==> config.mk <==
export PLATFORM = sky130hd
export DESIGN_NAME = mod7_down_counter_8bit
export DESIGN_NICKNAME = d
export VERILOG_FILES = /design/src/rtl/mod7_pkg.sv /design/src/rtl/dff_sync_r.sv /design/src/rtl/mod7_down_counter_8bit.sv
export SDC_FILE = /design/constraint.sdc
export NUM_CORES = 1
export LEC_CHECK = 0
export ABC_AREA = 1
export CORE_UTILIZATION = 30
export DETAILED_ROUTE_END_ITERATION = 10
export GPL_ROUTABILITY_DRIVEN = 0
export SETUP_SLACK_MARGIN = 0.02
export SYNTH_ARGS = -nofsm -noshare
export SYNTH_HDL_FRONTEND = slang
export SYNTH_SLANG_ARGS = --single-unit
==> constraint.sdc <==
create_clock -name clk -period 1.85 [get_ports clk]
set_input_delay 0.37 -clock clk [delete_from_list [all_inputs] [get_ports clk]]
set_output_delay 0.37 -clock clk [all_outputs]
set_load 0.02 [all_outputs]
==> src/rtl/mod7_pkg.sv <==
// Shared constants for the mod-7 down counter.
// Digit lives in [2:0], the wrap/borrow count in [7:3].
package mod7_pkg;

    localparam int         MOD7          = 7;
    localparam logic [2:0] DIGIT_MAX     = 3'd6;
    localparam logic [2:0] DIGIT_ILLEGAL = 3'd7;
    localparam logic [7:0] Q_RESET       = 8'h06;
    localparam int         WRAP_W        = 5;

    function automatic logic digit_illegal(input logic [2:0] d);
        return d == DIGIT_ILLEGAL;
    endfunction

endpackage

==> src/rtl/dff_sync_r.sv <==
// D flip-flop with true/complement outputs.
// Synchronous active-high reset to RST_VAL.
module dff_sync_r #(
    parameter logic RST_VAL = 1'b0
) (
    input  logic clk_i,
    input  logic rst_i,
    input  logic d_i,
    output logic q_o,
    output logic qb_o
);

    logic bit_q;

    always_ff @(posedge clk_i) begin
        if (rst_i) bit_q <= RST_VAL;
        else       bit_q <= d_i;
    end

    assign q_o  = bit_q;
    assign qb_o = ~bit_q;

endmodule

==> src/rtl/mod7_down_counter_8bit.sv <==
// Mod-7 down counter with 5-bit wrap field.
// Gate-level digit logic, sticky illegal-digit flag.
module mod7_down_counter_8bit
    import mod7_pkg::*;
(
    input  logic       clk,
    input  logic       reset,
    input  logic       en,
    input  logic       load,
    input  logic [7:0] load_val,
    output logic [7:0] Q,
    output logic       tc,
    output logic       err
);

    logic [7:0]        state_q;
    logic [7:0]        state_qb;
    logic [7:0]        state_d;
    logic              err_q;
    logic              err_qb;
    logic              err_d;
    logic [2:0]        dig_dec;
    logic [2:0]        lv_digit;
    logic [WRAP_W-1:0] wrap_dec;
    logic [WRAP_W-1:0] brw;
    logic              dig_zero;
    logic              dig_ill;
    logic              lv_ill;
    logic              err_set;

    assign dig_zero = state_qb[2] & state_qb[1] & state_qb[0];
    assign dig_ill  = state_q[2] & state_q[1] & state_q[0];

    // 7 decodes to 6 with no borrow, same as the 0 -> 6 code path minus borrow
    always_comb begin
        dig_dec[0] = state_qb[0] & (state_q[1] | state_q[2]);
        dig_dec[1] = (state_q[1] & state_q[0])
                   | (state_qb[1] & state_qb[0]);
        dig_dec[2] = (state_q[2] & state_q[0])
                   | (state_q[2] & state_q[1])
                   | (state_qb[2] & state_qb[1] & state_qb[0]);
    end

    always_comb begin
        brw    = '0;
        brw[0] = dig_zero;
        for (int i = 1; i < WRAP_W; i++) begin
            brw[i] = brw[i-1] & state_qb[2+i];
        end
        for (int i = 0; i < WRAP_W; i++) begin
            wrap_dec[i] = state_q[3+i] ^ brw[i];
        end
    end

    assign lv_ill   = digit_illegal(load_val[2:0]);
    assign lv_digit = lv_ill ? DIGIT_MAX : load_val[2:0];

    always_comb begin
        state_d = state_q;
        err_set = 1'b0;
        if (load) begin
            state_d = {load_val[7:3], lv_digit};
            err_set = lv_ill;
        end else if (en) begin
            state_d = {wrap_dec, dig_dec};
            err_set = dig_ill;
        end
    end

    assign err_d = ~err_qb | err_set;

    for (genvar i = 0; i < 8; i++) begin : g_state
        dff_sync_r #(
            .RST_VAL(Q_RESET[i])
        ) u_bit (
            .clk_i(clk),
            .rst_i(reset),
            .d_i  (state_d[i]),
            .q_o  (state_q[i]),
            .qb_o (state_qb[i])
        );
    end

    dff_sync_r #(
        .RST_VAL(1'b0)
    ) u_err (
        .clk_i(clk),
        .rst_i(reset),
        .d_i  (err_d),
        .q_o  (err_q),
        .qb_o (err_qb)
    );

    assign Q   = state_q;
    assign err = err_q;
    assign tc  = en & ~load & (state_q == 8'h00);

endmodule

* Word level (Yosys, flattened, before mapping)
Cells that the tools add are included.
** Word-level totals
- Output and inout port bits :: 10
- Word-level logic and storage cells :: 49
- Bits of input ports :: 12
- Register bits :: 9
** Cells by class
- Multiplexer cells :: 5
- Bitwise gates (word level) :: 32
- Reduce and logical (&&, ||, !) cells :: 2
- Eq/ne operators :: 1
** Operators with widths (number)
- 8-bit 2-to-1 mux :: 2
- 1-bit AND :: 14
- 8-bit logical NOT :: 1
- 1-bit NOT :: 8
- 1-bit OR :: 5
- 1-bit XOR :: 5
- 3-bit == test (second input constant) :: 1
- 3-bit 2-to-1 mux :: 1
- 1-bit 2-to-1 mux :: 2
- 2-bit nonzero test :: 1

* Logic depth before layout (Yosys ltp)
Gate-level depths: netlist of the first run.
- Depth after elaboration :: 10
- Gate-level depth with buffers :: 12
- Mapped depth without buffers :: 12

* Modules after synthesis
A second synthesis of the first run with hierarchy kept.
** Second synthesis, totals
- Cells, all modules :: 102
- Area, all modules :: 618.1 um^2
** By module, submodules not included
- mod7_down_counter_8bit :: cells an instance 64, times used 1, area an instance 311.5 um^2, sequential area each 0.0 um^2
- dff_sync_r at g_state[0].u_bit ... :: cells an instance 4, times used 7, area an instance 33.8 um^2, sequential area each 20.0 um^2
- dff_sync_r at g_state[1].u_bit ... :: cells an instance 5, times used 2, area an instance 35.0 um^2, sequential area each 20.0 um^2

* Worst setup path before layout of the first run
OpenSTA, ideal clock, no wires.
- Path kind :: reg-to-reg
- Start :: register g_state[1].u_bit.bit_q
- End :: register g_state[6].u_bit.bit_q
- Path slack :: 0.229 ns
- Arrival :: 1.507 ns
- Setup time :: 0.114 ns
- Stages on the path, launching flop included :: 11
- Buffers on the path :: 0
- Clock period less this slack :: 1.621 ns
- Cell sequence :: dfxtp_1 > inv_1 > nand2_1 > nor2_1 > ha_1 > ha_1 > ha_1 > ha_1 > nor2_1 > o21bai_1 > inv_1
** Between the ends
- Word-level cells in the longest chain between the ends :: 9
** RTL lines
- start: declaration :: RTL line dff_sync_r.sv:13 : logic bit_q;
- start signal: assignment :: RTL line dff_sync_r.sv:17 : else bit_q <= d_i;
- 1-bit NOT :: RTL line dff_sync_r.sv:21 : assign qb_o = ~bit_q;
- 1-bit AND (2 in a row) :: RTL line mod7_down_counter_8bit.sv:31 : assign dig_zero = state_qb[2] & state_qb[1] & state_qb[0];
- 1-bit AND (3 in a row) :: RTL line mod7_down_counter_8bit.sv:48 : brw[i] = brw[i-1] & state_qb[2+i];
- 1-bit XOR :: RTL line mod7_down_counter_8bit.sv:51 : wrap_dec[i] = state_q[3+i] ^ brw[i];
- 8-bit 2-to-1 mux :: RTL line mod7_down_counter_8bit.sv:64 : end else if (en) begin
- 8-bit 2-to-1 mux :: RTL line mod7_down_counter_8bit.sv:61 : if (load) begin
- end signal: assignment :: RTL line dff_sync_r.sv:17
- end: declaration :: RTL line dff_sync_r.sv:13
Every way passes these cells. The select of a mux whose other input is x is not followed.
A chain may end at the register's enable or synchronous reset.

* Final worst setup path of the first run
- Start :: input en
- End :: output tc
** Between the ends
- Word-level cells in the longest chain between the ends :: 2
** RTL lines
- start: declaration :: RTL line mod7_down_counter_8bit.sv:8 : input logic en,
- 1-bit AND (2 in a row) :: RTL line mod7_down_counter_8bit.sv:96 : assign tc = en & ~load & (state_q == 8'h00);
- end: declaration :: RTL line mod7_down_counter_8bit.sv:12 : output logic tc,
Every way passes these cells.

==> results.json, run 1 <==
{
  "fin_skew_ns": 0.00279,
  "drt_iter0_drc": 7,
  "p_per_area_mw_per_mm2": 598,
  "grt.overflow.total": 0,
  "fin_nets": 139,
  "rsz0062_at_grt": "no",
  "antenna_found_initial": 0,
  "drtAntennaViolNets": 0,
  "worstSetupEndpointType": "output pin",
  "die_w_um": 49.4,
  "dp_slack_ns": -0.342,
  "seqPwrFrac_pct": 40.3,
  "syn-num-nets": 118,
  "hp-class": "reg -> reg",
  "maxSlewHeadroom_pct": 76.8,
  "antenna_cells": 0,
  "whs_endpoint": "g_state[2].u_bit.q_o$_SDFFE_PP1P_",
  "path_max_fanout": 2,
  "cts_num_sinks": 9,
  "ctsHtreeMaxLevel": 1,
  "syn-instance-count": 101,
  "dieArea_mm2": 0.00244,
  "hold_violations": 0,
  "core-area_mm2": 0.00204,
  "hold_buffers": 0,
  "ys.flop_type": "dfxtp_1",
  "grt_max_degree": 11,
  "p_leak_nw": 0.471,
  "fmax_ghz": 0.574,
  "setup_slack_ns": 0.108,
  "switching_share_pct": 31.3,
  "grt_pass1_vias": 568,
  "post_dp_cell_area_um2": 880,
  "drc": 0,
  "clkLatencyLatePin_ns": 0.27,
  "synth_edf_count": 0,
  "r2r-end": "g_state[7].u_bit.q_o$_SDFFE_PP0P_",
  "syn-cell-area_um2": 673,
  "numCtsBuffers": 3,
  "status": "finished clean",
  "critPathKind": "in -> out",
  "placed_cells": 144,
  "cp.arrival_ns": 1.37,
  "period_minus_slack_ns": 1.74,
  "syn2layout_area_growth_pct": 34.0,
  "initial_core_util_pct": 33.0,
  "dpl.hpwl_um": 1060,
  "ys_warn_count": 0,
  "grt_use_met1_pct": 15.9,
  "startpoint_type": "input pin",
  "die_h_um": 49.4,
  "p_int_mw": 0.371,
  "grt_usage_pct": 13.0,
  "clockPowerShare_pct": 30.3,
  "critical_path_required_ns": 1.48,
  "port-buffer-count": 21,
  "p_sw_mw": 0.169,
  "ir_drop_mv": 0.305,
  "setup_viol": 0,
  "cts_tree": "built",
  "ys_ff_latch": 9,
  "fillers": 235,
  "reg2reg_slack_ns": 0.19,
  "synth_cell_types": 21,
  "met3_usage_pct": 2.80,
  "vias": 649,
  "maxCapViolations": 0,
  "fin_hold_ws_ns": 0.507,
  "top_usage_layer": "met2",
  "reg2reg_from": "g_state[2].u_bit.q_o$_SDFFE_PP1P_",
  "ys_async_sr_fraction_pct": 0,
  "tightest_slew_ns": 0.347,
  "min-delay-start": "g_state[2].u_bit.q_o$_SDFFE_PP1P_",
  "routedWlPerCell_um": 9.41,
  "synthesis.area_per_instance_um2": 6.66,
  "stdcell_count": 148,
  "num_io_pins": 22,
  "row_count": 16,
  "ys_seq_area_share_pct": 26.8,
  "vias_per_cell": 4.39,
  "use_met2_pct": 20.3,
  "grt_first_pass_wirelength_um": 2350,
  "stdcell_area_um2": 902,
  "pwr-share-comb_pct": 29.5,
  "maxSlewViolCount": 0,
  "wirelength_um": 1390,
  "dr.pass1.iters": 4,
  "post_cts_buffers": 0,
  "fin_crit_sh_pct": 94.2,
  "hold-path-cell-count": 2,
  "drive_above_1_share_pct": 13.2,
  "cts.root.buffer_cell": "clkbuf_4",
  "clock_path_buffers": 2,
  "clk_pin_slew_ns": 0.07,
  "reg2reg_depth": 12
}
-- cell families (layout without fill, tap and decap cells) --
kind of cell | after synthesis | count (layout) | share of synthesized area, %
AO/OA/AOI/OAI | 13 | 13 | 11.9
adder cells (fa/ha/maj) | 5 | 5 | 9.29
buffers and inverters | 29 | 49 | 22.1
flip-flops | 9 | 9 | 26.8
AND/OR/NAND/NOR | 45 | 45 | 29.9
-- flip-flops by register name, summed over array words and instances, names as in the netlist --
| signal | flops |
|---|---|
| g_state.u_bit.q_o | 8 |
| u_err.q_o | 1 |
-- placed cells by master (no fill, tap or decap), types with 2 or more instances in the layout --
cell type and n:
nand2_1 26, clkdlybuf4s50_1 20, inv_1 17, nor2_1 10, dfxtp_1 8, a21oi_1 5
ha_1 5, buf_4 5, o21bai_1 4, nand3_1 3, clkbuf_4 3, nor2_4 2
o21ai_0 2
-- cells in the mapped netlist, types with 2 or more instances --
cell type	instances	area share [%]
nand2_1	26	14
inv_1	17	9.5
nor2_1	10	5.6
dfxtp_1	9	27
buf_4	8	8.9
a21oi_1	5	3.7
ha_1	5	9.3
o21bai_1	4	4.5
nand3_1	3	2.2
nor2_4	2	3.3
o21ai_0	2	1.5
-- through the flow --
step           utilization, %  power (mW)  setup TNS [ns]
6_report                 44.2       0.540               0
5_1_grt                  44.2       0.581               0
4_1_cts                  44.1       0.549               0
3_5_place_dp             43.1       0.381          -0.342
3_3_place_gp             43.1       0.380          -0.315
2_1_floorplan               -       0.323               0
-- power groups by stage --
stage | clock network, mW | logic [mW] | registers, mW
6_report | 0.164 | 0.159 | 0.217
5_1_grt | 0.186 | 0.176 | 0.220
4_1_cts | 0.171 | 0.161 | 0.217
3_5_place_dp | 0 | 0.159 | 0.221
3_3_place_gp | 0 | 0.158 | 0.221
2_1_floorplan | 0 | 0.0993 | 0.223
-- critical path, cell delays in order --
cell             delay, ns
clkdlybuf4s50_1       0.54
nand2_4               0.06
nor3_1                0.20
buf_2                 0.20
-- layer usage --
metal / share of wire [%] / vias to the layer above
met5: 0 / -
met4: 3.2 / 0
met3: 3.9 / 5
met2: 44 / 17
met1: 49 / 282
li1: - / 345
-- timing repair --
item	4_1_cts	5_1_grt
resized for setup	5	1
endpoints found under the setup margin	1	2
hold endpoints to repair	0	0
pin swaps	0	0
gates cloned	0	0
-- worst max-delay path by stage --
| stage | start | endpoint | slack (ns) | cells after the start |
|---|---|---|---|---|
| after global routing | g_state[2].u_bit.q_o$_SDFFE_PP1P_ | g_state[7].u_bit.q_o$_SDFFE_PP0P_ | 0.03 | 12 |
| after CTS | en | tc | 0.09 | 4 |
| after detailed placement | load | tc | -0.34 | 5 |
| after floorplan | g_state[1].u_bit.q_o$_SDFFE_PP1P_ | g_state[6].u_bit.q_o$_SDFFE_PP0P_ | 0.23 | 10 |
| after global placement | en | tc | -0.32 | 4 |
| final | en | tc | 0.11 | 4 |
-- final cells by class --
type | count | area, µm² | area share [%]
clock buffers | 4 | 26.3 | 2.91
inverters | 19 | 73.8 | 8.18
multi-input cells | 63 | 344 | 38.1
flip-flops and latches | 9 | 181 | 20.1
well taps | 27 | 33.8 | 3.74
repair buffers | 26 | 243 | 26.9
Power figures use the tool's default switching activity.
==> run 2: changes to the inputs <==
CTS_BUF_LIST = sky130_fd_sc_hd__clkbuf_4   (was default)
==> run 2 against run 1 <==
  * Worst setup slack gained 0.0079 ns
  * Via count shrank 1.2%
  * Register-to-register slack is essentially flat
  * Routed wire length shrank 0.86%
  * Clock skew grew 0.0010 ns
  * Critical endpoint unchanged
  * Sequential power is essentially flat
  * Flip-flop and latch count is the same
  * Critical path depth is the same
  * Sequential share of layout area shrank 0.083 points
  * Hold slack gained 0.00052 ns
==> results.json, run 2 (synthesis gave the netlist of run 1 again) <==
{
  "min-delay-start": "g_state[2].u_bit.q_o$_SDFFE_PP1P_",
  "vias": 641,
  "row_count": 16,
  "grt_max_degree": 11,
  "startpoint": "en",
  "path_max_fanout": 2,
  "clk_pin_slew_ns": 0.07,
  "reg2reg_from": "g_state[2].u_bit.q_o$_SDFFE_PP1P_",
  "setup_viol": 0,
  "setup_tns_ns": 0,
  "multi_input_comb_area_um2": 344,
  "status": "finished clean",
  "fin_nets": 139,
  "grt_usage_pct": 12.9,
  "layout_common_cells": "nand2_1 (26), clkdlybuf4s50_1 (20), inv_1 (17), nor2_1 (10), dfxtp_1 (8)",
  "core-area_mm2": 0.00204,
  "hold_violations": 0,
  "ctsHtreeMaxLevel": 1,
  "die_h_um": 49.4,
  "initial_core_util_pct": 33.0,
  "drtAntennaViolNets": 0,
  "maxSlewViolCount": 0,
  "dieArea_mm2": 0.00244,
  "post_cts_buffers": 0,
  "critical_path_required_ns": 1.48,
  "maxSlewHeadroom_pct": 76.9,
  "die_w_um": 49.4,
  "clkLatencyLatePin_ns": 0.27,
  "tightest_slew_ns": 0.346,
  "syn2layout_area_growth_pct": 34.6,
  "final_common_cell": "nand2_1",
  "regArea_um2": 181,
  "drive_above_1_share_pct": 14.0,
  "p_leak_nw": 0.474,
  "hp-class": "reg -> reg",
  "dpl.hpwl_um": 1060,
  "routedWlPerCell_um": 9.33,
  "grt_first_pass_wirelength_um": 2340,
  "critPathKind": "in -> out",
  "vias_per_cell": 4.33,
  "hold_buffers": 0,
  "fillers": 236,
  "numCtsBuffers": 3,
  "dr.pass1.iters": 3,
  "utilization_pct": 44.4,
  "cts-resized-gates": 5,
  "drc": 0,
  "maxCapViolations": 0,
  "cts_tree": "built",
  "rsz0062_at_grt": "no",
  "wirelength_um": 1380,
  "reg2reg_slack_ns": 0.19,
  "stdcell_count": 148,
  "cp.arrival_ns": 1.36,
  "antenna_cells": 0,
  "fin_hold_ws_ns": 0.507,
  "port-buffer-count": 21,
  "ir_drop_mv": 0.305,
  "fin_crit_sh_pct": 93.7,
  "clock_path_buffers": 2,
  "fmax_ghz": 0.577,
  "dp_slack_ns": -0.342,
  "period_minus_slack_ns": 1.73,
  "reg2reg_depth": 12,
  "largest_register_ffs": 8,
  "setup_slack_ns": 0.116,
  "grt_pass1_vias": 564,
  "post_dp_cell_area_um2": 880,
  "startpoint_type": "input pin",
  "hold-path-cell-count": 2,
  "drt_iter0_drc": 6,
  "placed_cells": 144,
  "fin_skew_ns": 0.00379,
  "cts.root.buffer_cell": "clkbuf_4",
  "cts_num_sinks": 9,
  "num_io_pins": 22,
  "worstSetupEndpointType": "output pin",
  "p_per_area_mw_per_mm2": 610,
  "total_power_mw": 0.553,
  "grt.overflow.total": 0,
  "antenna_found_initial": 0,
  "stdcell_area_um2": 906
}
[run 2: cell count changes in the layout (fill, tap and decap cells not counted)]
cell and change:
clkbuf_4 +1, clkbuf_1 -1
[run 2: path summary, 6_finish.rpt]
check,end
worst max register to register,g_state[7].u_bit.q_o$_SDFFE_PP0P_
worst min-delay path,g_state[2].u_bit.q_o$_SDFFE_PP1P_
worst min register to register,g_state[2].u_bit.q_o$_SDFFE_PP1P_
worst max-delay path,tc
[run 2: where the power goes]
part / switching (mW) / leakage, nW / total (mW) / internal, mW
clock network: 0.0787 / 0.0184 / 0.177 / 0.0982
logic: 0.0793 / 0.382 / 0.159 / 0.0795
registers: 0.00942 / 0.0742 / 0.217 / 0.208
total: 0.167 / 0.474 / 0.553 / 0.386
[run 2: worst max-delay path, stage by stage]
cell	delay, ns
clkdlybuf4s50_1	0.54
nand2_4	0.06
nor3_1	0.19
buf_2	0.20
[run 2: area by class of cell]
type / count / share of cell area (%)
multi-input combinational: 63 / 38.0
timing repair buffer: 26 / 26.8
sequential: 9 / 20.0
inverter: 19 / 8.15
tap: 27 / 3.73
clock buffer: 4 / 3.31
[run 2: metal layers]
layer | vias up | wire length (µm) | global-route usage (%)
met4 | 0 | 41 | 8.57
met1 | 276 | 672 | 16.4
li1 | 343 | - | -
met2 | 17 | 602 | 19.4
met5 | - | 0 | 0
met3 | 5 | 65 | 2.80
